[src/rtl/serial_sub.sv]
// Bit-serial subtractor: a - b LSB-first through one full-adder cell.
// Reports unsigned borrow, signed overflow and zero with the result.
module serial_sub #(
  parameter int WIDTH = 4
) (
  input  logic             clk,
  input  logic             reset_n,
  input  logic             start,
  input  logic [WIDTH-1:0] a,
  input  logic [WIDTH-1:0] b,
  output logic             busy,
  output logic             done,
  output logic [WIDTH-1:0] diff,
  output logic             borrow,
  output logic             ovf,
  output logic             zero
);

  localparam int CW = $clog2(WIDTH) + 1;

  typedef enum logic [1:0] {
    IDLE,
    SHIFT,
    DONE
  } state_t;

  state_t           state;
  logic [WIDTH-1:0] a_sr;
  logic [WIDTH-1:0] b_sr;
  logic [WIDTH-2:0] res;
  logic             carry;
  logic [CW-1:0]    count;
  logic             a_sgn;
  logic             b_sgn;

  logic             s;
  logic             c_nxt;
  logic             last;
  logic [WIDTH-1:0] full;

  // One full-adder cell; b_sr is pre-inverted and carry starts at 1.
  always_comb begin
    s     = a_sr[0] ^ b_sr[0] ^ carry;
    c_nxt = (a_sr[0] & b_sr[0])
          | (a_sr[0] & carry)
          | (b_sr[0] & carry);
    last  = (count == CW'(WIDTH - 1));
    full  = {s, res};
  end

  always_ff @(posedge clk) begin
    if (!reset_n) begin
      state  <= IDLE;
      a_sr   <= '0;
      b_sr   <= '0;
      res    <= '0;
      carry  <= 1'b0;
      count  <= '0;
      a_sgn  <= 1'b0;
      b_sgn  <= 1'b0;
      busy   <= 1'b0;
      done   <= 1'b0;
      diff   <= '0;
      borrow <= 1'b0;
      ovf    <= 1'b0;
      zero   <= 1'b0;
    end else begin
      unique case (state)
        IDLE: begin
          done <= 1'b0;
          if (start) begin
            a_sr  <= a;
            b_sr  <= ~b;
            a_sgn <= a[WIDTH-1];
            b_sgn <= b[WIDTH-1];
            carry <= 1'b1;
            count <= '0;
            busy  <= 1'b1;
            state <= SHIFT;
          end
        end
        SHIFT: begin
          carry <= c_nxt;
          res   <= (WIDTH-1)'(full >> 1);
          a_sr  <= a_sr >> 1;
          b_sr  <= b_sr >> 1;
          count <= count + 1'b1;
          if (last) begin
            // Full result is {s, res}: final bit joins the earlier ones.
            diff   <= full;
            borrow <= ~c_nxt;
            ovf    <= (a_sgn != b_sgn) && (s != a_sgn);
            zero   <= (full == '0);
            busy   <= 1'b0;
            done   <= 1'b1;
            state  <= DONE;
          end
        end
        DONE: begin
          done  <= 1'b0;
          state <= IDLE;
        end
        default: begin
          busy  <= 1'b0;
          done  <= 1'b0;
          state <= IDLE;
        end
      endcase
    end
  end

endmodule

[config.mk]
export PLATFORM = sky130hd
export DESIGN_NAME = serial_sub
export DESIGN_NICKNAME = d
export VERILOG_FILES = /design/src/rtl/serial_sub.sv
export SDC_FILE = /design/constraint.sdc
export NUM_CORES = 1
export LEC_CHECK = 0
export ABC_AREA = 1
export BUFFER_PORTS_ARGS = -buffer_cell sky130_fd_sc_hd__clkbuf_2
export CAP_MARGIN = 10
export CELL_PAD_IN_SITES_DETAIL_PLACEMENT = 1
export CELL_PAD_IN_SITES_GLOBAL_PLACEMENT = 1
export CORE_MARGIN = 1
export CORE_UTILIZATION = 39
export CTS_CLUSTER_SIZE = 16
export DETAILED_ROUTE_END_ITERATION = 8
export HOLD_SLACK_MARGIN = 0.15
export PLACE_DENSITY = 0.75
export SETUP_SLACK_MARGIN = 0.1
export SYNTH_ARGS = -nofsm -noshare
export SYNTH_HDL_FRONTEND = slang
export SYNTH_SLANG_ARGS = --single-unit
[constraint.sdc]
create_clock -name clk -period 1.89 [get_ports clk]
set_clock_uncertainty 0.2 [all_clocks]
set_input_delay 0.189 -clock clk [delete_from_list [all_inputs] [get_ports clk]]
set_output_delay 0.189 -clock clk [all_outputs]
set_load 0.02 [all_outputs]
# ---- Word level (Yosys, flattened, before mapping)
# Index checks and enable logic that the tools add are counted.
dict set report classes {
  addsub 1
  reduce_logical 10
  muxes 13
  n_eq_ne 7
  bitwise 10
}
# operator count
set op_table {}
lappend op_table {{4-bit case mux with 2 select lines} 2}
lappend op_table {{2-bit AND reduction} 5}
lappend op_table {{4-bit two-way mux} 2}
lappend op_table {{3-bit case mux with 2 select lines} 1}
lappend op_table {{4-bit zero test} 1}
lappend op_table {{2-bit two-way mux} 2}
lappend op_table {{2-bit inequality test, second input constant} 2}
lappend op_table {{4-bit NOT} 1}
lappend op_table {{2-bit case mux with 2 select lines} 1}
lappend op_table {{3-bit by 1-bit adder with 3-bit output, second input constant} 1}
lappend op_table {{1-bit bitwise AND} 3}
lappend op_table {{3-bit by 2-bit equality test with 1-bit output, second input constant} 1}
lappend op_table {{3-bit two-way mux} 1}
lappend op_table {{1-bit case mux with 3 select lines} 1}
lappend op_table {{3-bit AND reduction} 1}
lappend op_table {{2-bit by 1-bit equality test with 1-bit output, second input constant} 1}
lappend op_table {{2-bit equality test, second input constant} 1}
lappend op_table {{2-bit zero test} 1}
lappend op_table {{1-bit two-way mux} 2}
lappend op_table {{1-bit inequality test} 2}
lappend op_table {{1-bit NOT} 2}
lappend op_table {{1-bit bitwise OR} 2}
lappend op_table {{1-bit case mux with 2 select lines} 1}
lappend op_table {{2-bit nonzero test} 1}
lappend op_table {{2 further kinds} 3}
dict set report totals {
  output_inout_bits 9
  word_cells 55
  ff_bits 28
  inputBits 11
}

# ---- Depth between registers and ports, before layout
dict set report depth {
  word_depth 4
  ltp_mapped 7
  ltp_nobuf 7
}

# ---- Worst setup path before layout
# No wires, ideal clock.
dict set report synth_path {
  path_kind {register to register}
  from {reg a_sr[0]}
  to {reg ovf}
  n_path_buf 0
  path_stages_with_launch 8
  arrival_time_ns 1.195
  required_time_ns 1.581
  setup_ns 0.109
  path_slack_ns 0.386
  period_less_slack_ns 1.504
  path_cell_list {dfxtp_1 > inv_1 > fa_1 > inv_1 > nand3b_1 > nand3_1 > nand2_1 > inv_1}
}
dict set report synth_via {
  elab_chain_len 4
}
# item line
set synth_lines {}
lappend synth_lines {{start: declaration} 28} ;# logic [WIDTH-1:0] a_sr;
lappend synth_lines {{start signal: assignment} 85} ;# a_sr <= a_sr >> 1;
lappend synth_lines {{1-bit bitwise XOR (2 in a row)} 43} ;# s = a_sr[0] ^ b_sr[0] ^ carry;
lappend synth_lines {{1-bit inequality test} 92} ;# ovf <= (a_sgn != b_sgn) && (s != a_sgn);
lappend synth_lines {{1-bit logical AND} 92}
lappend synth_lines {{end signal: assignment} 92}
lappend synth_lines {{end: declaration} 15} ;# output logic ovf,
# Every way passes these cells.
# A chain may end at the register's enable or synchronous reset.

# ---- Worst setup path after layout
# Same ends and word-level chain as after synthesis.

==> run metrics <==
final std cells w/o fill=around 230; final WL=2870 um; vias in the first global route=approximately 1200; CP arrival=1.74 ns; cell family with most CP delay=adder cells; Max VDD drop=0.000352 V; pin count of the biggest net entering global routing=19; antenna cells=0; leading cell type in the layout, fill and taps excluded=nand2_1; vias per cell=5.03; worst skew pair latency=about 0.32 ns; row cnt=19; number of port buffers=19; pre-CTS setup slack=roughly 0.22 ns; Starting Density=0.427; count of pins over their slew limit=0; routability cong.=approximately 0.75; final layout net count=around 210; Clock power frac=0.264; Ys Warns=0; sequential-to-total area share from yosys stat=0.460; Post-Route Utilization=0.516; DRT Pass-1 Iters=6; Area Overhead vs Synth=20.7%; clock buffer depth=2; layout cells sized above 1=0.153; RSZ-0062 raised after global routing=no; Max Freq=approximately 590 MHz; Die H=a little under 60 um; syn_area_per_cell=7.39 um^2; Fin Hold WS=about 0.28 ns; DP Cell Count=~210; Pleak=approximately 0.70 nW; Max-slew headroom=0.654; Sw Ratio=0.272; CTS tree=built; endpoints failing hold=0; CP cell instances=inv_1 -> fa_1 -> inv_1 -> nand3b_1 -> nand3_1 -> nand2_1 -> inv_1; CP Launch Type=register; first-pass GRT wire length=between 5000 and 6000 um; Finish-stage setup viols=0; Internal=between 0.8 and 0.9 mW; crit share post-route=0.893; H-tree depth=1; grt ovf=0; die span in x=just under 60 um; core area=~0.0029 mm^2; synthesized area=0.00122 mm^2; Clock Sinks=28; Post-Syn Nets=179; buffer and inverter count on the worst path=3; fin worst setup slack=just over 0.2 ns; Pwr Density=757 mW/mm^2; post-synth cell types=19; Seq pwr share=0.572; Via Count=about 1100; IO Count=20; Mapped Cells=roughly 170; outcome=finished, violations left; min cycle time layout=about 1.7 ns; Max Cap Violations=0; 1st-iter DRT viols=53; worst slew pin tran=0.517 ns; kind of critical path=register to register; Psw=0.303 mW; Post-DRT Antenna Nets=0; GRT Util Overall=0.194; post-DP HPWL=2070 um; failing checks=design-rule violations; CTS root buffer=clkbuf_4; DRC errors left=1; most frequent cells in the layout=42 x nand2_1, 28 x dfxtp_1, 23 x inv_1; Top cell by count, worst path=inv_1; critical path fanouts, max=4; worst hold-check path type=register to register; total CTS buffers=3; combinational share of power=0.164; CP required=around 1.9 ns; crit-path max cell delay=roughly 0.64 ns; Post-Route Setup TNS=0 ns; die area=about 0.0034 mm^2; wire per inst=between 10 and 15 um; worst-path cell with the longest stage delay=fa_1; initial antenna violation count=0; buffer count from post-CTS setup fixing=0; critical path endpoint category=register; synthesis-stage register bit count=28; clock-pin slew on the worst setup and hold paths=approximately 0.15 ns
## routing by layer
metal	part of all wire	vias to the layer above	GRT usage
li1	-	574	-
met3	0.020	2	0.0268
met4	0.0066	0	0.0408
met5	0	-	0
met1	0.47	549	0.228
met2	0.51	17	0.373
## tightest hold or removal path, delay by kind of cell (launching register included)
family          cells  cell delay (ns)
compound gates      1             0.06
flops               1             0.34
simple gates        1             0.06
## logic make-up after synthesis
family                     Yosys count  synth area share
and+or+nand+nor                     78             0.273
buffers and inverters               30             0.112
DFF                                 28             0.460
AOI/OAI and AO/OA                   26             0.118
adders and majority gates            3            0.0370
## worst paths after layout
| check | startpoint | end | slack (ns) | depth (start not counted) |
|---|---|---|---|---|
| worst max-delay path | a_sr[0]$_SDFFE_PN0P_ | ovf$_SDFFE_PN0P_ | 0.20 | 7 |
| worst min-delay path | diff[0]$_SDFFE_PN0P_ | diff[0]$_SDFFE_PN0P_ | 0.28 | 2 |
| worst max register to register | a_sr[0]$_SDFFE_PN0P_ | ovf$_SDFFE_PN0P_ | 0.20 | 7 |
| worst min register to register | diff[0]$_SDFFE_PN0P_ | diff[0]$_SDFFE_PN0P_ | 0.28 | 2 |
## power groups by stage
stage	combinational (mW)	clock, mW	sequential [mW]
6_report	0.183	0.294	0.638
5_1_grt	0.211	0.331	0.642
4_1_cts	0.185	0.309	0.638
3_5_place_dp	0.167	0	0.651
3_3_place_gp	0.158	0	0.648
2_1_floorplan	0.125	0	0.649
## layout make-up
| cell class | instances | area (um^2) |
|---|---|---|
| flip-flops and latches | 28 | 561 |
| clock buffers | 4 | 36.3 |
| inverters | 25 | 93.8 |
| repair buffers | 32 | 218 |
| fillers | 368 | 1380 |
| multi-input cells | 107 | 524 |
| well taps | 31 | 38.8 |
## synth_stat cells
master | count | area, um^2
nor3_1 | 1 | 5.00
nor2_1 | 18 | 67.6
clkinv_1 | 1 | 3.75
o21ai_0 | 9 | 45.0
fa_1 | 1 | 20.0
o21a_1 | 1 | 7.51
nand3_1 | 14 | 70.1
nand3b_1 | 2 | 15.0
dfxtp_1 | 28 | 561
nand3_4 | 1 | 17.5
a21oi_1 | 15 | 75.1
buf_2 | 1 | 5.00
o21ai_4 | 1 | 16.3
inv_2 | 1 | 3.75
ha_1 | 2 | 25.0
nand2_1 | 42 | 158
clkbuf_1 | 1 | 3.75
inv_1 | 23 | 86.3
buf_6 | 3 | 33.8
## what timing repair did
item / CTS / global route
hold buffers: 10 / 0
endpoints found under the setup margin: 0 / 1
gates resized for setup: 0 / 1
hold endpoints to repair: 24 / 0
## flip-flops by register name (all words and copies together) (netlist names), 2 cells and up
name,cells
a_sr,4
res,3
count,3
b_sr,4
state,2
diff,4
## per-stage QoR
stage / area [um^2] / power, mW
2_1_floorplan: 1220 / 0.774
3_3_place_gp: 1330 / 0.806
3_5_place_dp: 1330 / 0.817
4_1_cts: 1470 / 1.13
5_1_grt: 1470 / 1.18
6_report: 1470 / 1.11
(Power assumes the default switching activity.)
